### config.mk
export PLATFORM = sky130hd
export DESIGN_NAME = muller_c_pipeline
export DESIGN_NICKNAME = d
export VERILOG_FILES = /design/src/rtl/muller_c_pipeline.sv
export SDC_FILE = /design/constraint.sdc
export NUM_CORES = 1
export LEC_CHECK = 0
export CORE_MARGIN = 1
export CORE_UTILIZATION = 53
export CTS_CLUSTER_SIZE = 10
export DETAILED_ROUTE_END_ITERATION = 8
export PLACE_DENSITY_LB_ADDON = 0.12
export SLEW_MARGIN = 15
export SYNTH_ARGS = -nofsm -noshare
export SYNTH_HDL_FRONTEND = slang
export SYNTH_SLANG_ARGS = --single-unit
### constraint.sdc
create_clock -name clock -period 2.35 [get_ports clock]
set_input_delay 0.47 -clock clock [delete_from_list [all_inputs] [get_ports clock]]
set_output_delay 0.47 -clock clock [all_outputs]
set_load 0.01 [all_outputs]
### src/rtl/muller_c_pipeline.sv
// Muller C-element micropipeline, clocked model.
// DEPTH C-element control stages, each gating a WIDTH-bit data register.
// MODE 0 = four-phase return-to-zero, MODE 1 = two-phase transition signalling.
// Optional token counter output tokens_out is enabled by defining MULLER_C_STATS_EN.
// Parameter limits: WIDTH >= 1, DEPTH >= 2.

module muller_c_stage #(
    parameter int WIDTH = 4,
    parameter int MODE  = 0
) (
    input  logic             clock,
    input  logic             reset_n,
    input  logic             a,
    input  logic             b,
    input  logic [WIDTH-1:0] d_in,
    output logic             c,
    output logic [WIDTH-1:0] d,
    output logic             cap
);
    logic c_nxt;

    // C-element: follow the inputs when they agree, otherwise hold
    always_comb begin
        c_nxt = c;
        if (a && b)
            c_nxt = 1'b1;
        else if (!a && !b)
            c_nxt = 1'b0;
    end

    // A token is a rising control edge in four-phase, any transition in two-phase
    generate
        if (MODE == 0) begin : g_four
            assign cap = c_nxt & ~c;
        end else begin : g_two
            assign cap = c_nxt ^ c;
        end
    endgenerate

    // Control bit and the data it bundles move on the same edge
    always_ff @(posedge clock or negedge reset_n) begin
        if (!reset_n) begin
            c <= 1'b0;
            d <= '0;
        end else begin
            c <= c_nxt;
            if (cap)
                d <= d_in;
        end
    end
endmodule

module muller_c_pipeline #(
    parameter int WIDTH = 4,
    parameter int DEPTH = 4,
    parameter int MODE  = 0
) (
    input  logic             clock,
    input  logic             reset_n,
    input  logic             req_in,
    input  logic [WIDTH-1:0] data_in,
    output logic             ack_out,
    output logic             req_out,
    output logic [WIDTH-1:0] data_out,
    input  logic             ack_in,
`ifdef MULLER_C_STATS_EN
    output logic             empty,
    output logic [15:0]      tokens_out
`else
    output logic             empty
`endif
);
    logic [DEPTH-1:0]            c;
    logic [DEPTH-1:0]            a;
    logic [DEPTH-1:0]            b;
    logic [DEPTH-1:0]            cap;
    logic [DEPTH-1:0][WIDTH-1:0] d;
    logic [DEPTH-1:0][WIDTH-1:0] d_src;

    // Every stage sees only registered neighbours, so a token moves one stage per edge
    for (genvar i = 0; i < DEPTH; i++) begin : g_stage
        if (i == 0) begin : g_head
            assign a[i]     = req_in;
            assign d_src[i] = data_in;
        end else begin : g_body
            assign a[i]     = c[i-1];
            assign d_src[i] = d[i-1];
        end

        if (i == DEPTH-1) begin : g_tail
            assign b[i] = ~ack_in;
        end else begin : g_mid
            assign b[i] = ~c[i+1];
        end

        muller_c_stage #(.WIDTH(WIDTH), .MODE(MODE)) u_stage (
            .clock   (clock),
            .reset_n (reset_n),
            .a       (a[i]),
            .b       (b[i]),
            .d_in    (d_src[i]),
            .c       (c[i]),
            .d       (d[i]),
            .cap     (cap[i])
        );
    end

    assign ack_out  = c[0];
    assign req_out  = c[DEPTH-1];
    assign data_out = d[DEPTH-1];
    // No token inside when every adjacent pair of control bits agrees
    assign empty    = (c == {DEPTH{c[0]}});

`ifdef MULLER_C_STATS_EN
    logic [15:0] tokens_cnt;

    // Count tokens leaving; the last stage's capture strobe is exactly a req_out event
    always_ff @(posedge clock or negedge reset_n) begin
        if (!reset_n)
            tokens_cnt <= 16'd0;
        else if (cap[DEPTH-1])
            tokens_cnt <= tokens_cnt + 16'd1;
    end

    assign tokens_out = tokens_cnt;
`endif
endmodule

==> results by group <==
Outcome
  • Run status: finished, final reports clean

Floorplan
  • Number of rows in the core area: 14
  • Total Die Area: approximately 1800 µm²
  • Top-level port count: 15
  • Die outline height: ~42 µm
  • Floorplan die width: approximately 42 µm
  • Starting utilization of the core area: a little under three fifths
  • Area inside the core boundary: around 1500 µm²

Route
  • DRC Markers: 0
  • Total routed wirelength: between 1000 and 1500 µm
  • Final routed wire length divided by cell count: 12.98 µm
  • Violation count after the first detailed-routing iteration: 3
  • Routed Antenna Nets: 0
  • Total number of vias: approximately 480
  • Number of optimization iterations in the first detailed-route pass: 3
  • Vias per std cell: ~5.2

GRT
  • Via count of the first global-routing pass: 482
  • GRT overflow: 0
  • Antenna violations before repair: 0
  • Global-route usage over all layers: 16.33%
  • Maximum number of pins on one net before global-route repair: 21
  • Wire length of the first global-routing pass: 2104 µm

STA
  • Unrepaired setup endpoints after global routing: false
  • Count of endpoints failing setup in the final report: 0
  • Worst Skew: between 0.003 and 0.004 ns
  • Post-route setup TNS: 0 ns
  • Hold Worst Slack: between 0.4 and 0.5 ns
  • Slew HR: approximately 80%
  • Shortest period the worst path allows: 1.921 ns
  • Final period util: 81.73%
  • Hold Vio Cnt, Final: 0
  • Final-report max-slew violation count: 0
  • Slew of the pin with the lowest slew margin: slightly above 0.3 ns
  • Maximum clock frequency: around 0.52 GHz

Placement
  • Global placer's final weighted congestion: 0.7366
  • Half-perimeter wire length after detailed placement: 873 µm
  • Number of buffers inserted by port buffering: 14

Logic synthesis
  • Syn_nets: a little under 70
  • Syn Inst Count: between 50 and 60
  • Count of state elements after synthesis: 20
  • Post-Synthesis Cell Area: 865.8 µm²
  • Syn. warnings: 0
  • Post-Syn Area per Cell: around 15 µm²
  • Synth cell types: 16
  • Sequential fraction of the synthesis area: between 50% and 60%

Pwr
  • Leakage power: 0.4781 nW
  • Cell Pwr Density: 1307 nW/µm²
  • Max rail drop VDD: 0.7515 mV

Hold path
  • Worst min path class: input port to asynchronous set/reset pin

Clock tree
  • Root buffer cell: sky130_fd_sc_hd__clkbuf_4
  • CTS clock-pin slew for the worst setup and hold paths: 0.11 ns
  • CTS tree: built
  • H-tree Lvls: 1
  • Later-pin clock latency in the skew report: 0.30 ns
  • Maximum clock insertion buffer count: 2
  • CTS Buf Count: 3
  • Total number of clock tree sinks: 20

Cells and area
  • Share of layout cells above drive strength 1: between 30% and 40%
  • Layout overhead on the synthesized area: 22.25%
  • Final layout net count: 87
  • Antenna diode count: 0

Critical path
  • Arrival time at the worst endpoint: roughly 1.5 ns
  • Highest fanout seen on the critical path: 7
  • Required time of the critical path: between 1.5 and 2 ns
  • Kind of start point of the critical path: flip-flop
  • Capturing element type of the critical path: primary output
  • Crit Path Class: flip-flop to primary output

Run
  • Total of max-cap violations: 0
-- repair_timing --
| item | 4_1_cts | 5_1_grt |
|---|---|---|
| hold buffers | 0 | 0 |
| setup buffers | 0 | 1 |
| setup endpoints to repair | 0 | 1 |
| resized for setup | 0 | 2 |
-- cell usage after synthesis --
library cell               number  share of area (%)
sky130_fd_sc_hd__buf_4          4                3.5
sky130_fd_sc_hd__o21bai_1       1               0.87
sky130_fd_sc_hd__nor2_1         1               0.43
sky130_fd_sc_hd__ha_1           2                2.9
sky130_fd_sc_hd__nor3b_2        1                1.4
sky130_fd_sc_hd__a21boi_0       1               0.87
sky130_fd_sc_hd__nand2_1        1               0.43
sky130_fd_sc_hd__nand2b_1       1               0.72
sky130_fd_sc_hd__maj3_1         2                2.3
sky130_fd_sc_hd__o21ai_0        1               0.58
sky130_fd_sc_hd__dfrtp_1       20                 58
sky130_fd_sc_hd__nand3_1        1               0.58
sky130_fd_sc_hd__or3_1          1               0.72
sky130_fd_sc_hd__mux2_2        16                 21
sky130_fd_sc_hd__inv_1          4                1.7
sky130_fd_sc_hd__nor3b_4        2                4.3
-- metal layers --
| layer | vias to the layer above | track usage, % | routed length [µm] |
|---|---|---|---|
| met5 | - | 0 | 0 |
| met4 | 0 | 13.13 | 15 |
| met3 | 2 | 3.017 | 47 |
| met2 | 12 | 23.69 | 562 |
| met1 | 228 | 21.28 | 568 |
| li1 | 233 | - | - |
-- layout make-up --
cell class / count / area [µm²]
clock buffers: 4 / 36.28
fillers: 119 / 465.4
inverters: 4 / 15.01
multi-input cells: 31 / 320.3
flip-flops and latches: 20 / 501.7
well taps: 16 / 20.02
repair buffers: 17 / 165.2
-- through the flow --
step                      worst slack [ns]  power, mW  util (%)  cell area (µm²)  std cells
after detailed placement            0.3609      1.195     66.34             1011         87
after global routing                0.3725      1.477     69.46             1059         92
after global placement              0.3740      1.162     66.34             1011         87
after CTS                         0.001332      1.391     68.72             1047         91
final                               0.4292      1.384     69.46             1059         92
after floorplan                     0.7184      1.012         -            865.8         59
-- worst max-delay path, cell delays in order, from the launching register on --
cell and delay (ns):
sky130_fd_sc_hd__dfrtp_2 0.46, sky130_fd_sc_hd__or3_1 0.37, sky130_fd_sc_hd__a21boi_0 0.15, sky130_fd_sc_hd__dlymetal6s2s_1 0.17
-- state kept, by name, summed over array words and instances, names as in the netlist --
name	flops
g_stage.u_stage.d	16
g_stage.u_stage.c	4
-- final timing paths --
check / endpoint / cells past startpoint / start / slack, ns
max: empty / 3 / g_stage[0].u_stage.c$_DFF_PN0_ / 0.43
min: g_stage[3].u_stage.c$_DFF_PN0_ / 2 / reset_n / 0.49
max reg2reg: g_stage[1].u_stage.d[3]$_DFFE_PN0P_ / 4 / g_stage[2].u_stage.c$_DFF_PN0_ / 0.94
min reg2reg: g_stage[2].u_stage.d[1]$_DFFE_PN0P_ / 1 / g_stage[1].u_stage.d[1]$_DFFE_PN0P_ / 0.51
max in group asynchronous: g_stage[0].u_stage.c$_DFF_PN0_ / 2 / reset_n / 1.64
min in group clock: g_stage[2].u_stage.d[1]$_DFFE_PN0P_ / 1 / g_stage[1].u_stage.d[1]$_DFFE_PN0P_ / 0.51
-- report_power, final --
group          total, mW  switching (mW)  internal [mW]
Sequential         0.645           0.124          0.521
Combinational      0.543           0.189          0.353
Clock              0.196           0.101         0.0945
Total               1.38           0.415          0.969
-- placed cells by master, fill, tap and decap left out, drive strengths merged --
cell and instances:
dfrtp 20, mux2 16, clkdlybuf4s50 13, inv 4, clkbuf 4, buf 3, nor3b 3, maj3 2
ha 2, nand3 1, or3 1, a21boi 1, o21bai 1, nor2 1, nand2 1, o21ai 1
nand2b 1, dlymetal6s2s 1
-- cell families (layout without fill, tap and decap cells) --
kind of cell | count (synthesis) | after routing | synth area share, %
compound gates | 3 | 3 | 2.312
fa+ha+maj | 4 | 4 | 5.202
buf+inv | 8 | 25 | 5.202
flops | 20 | 20 | 57.80
mux | 16 | 16 | 20.81
simple gates | 8 | 8 | 8.670
Note: power is estimated with default switching activity, not from simulation.
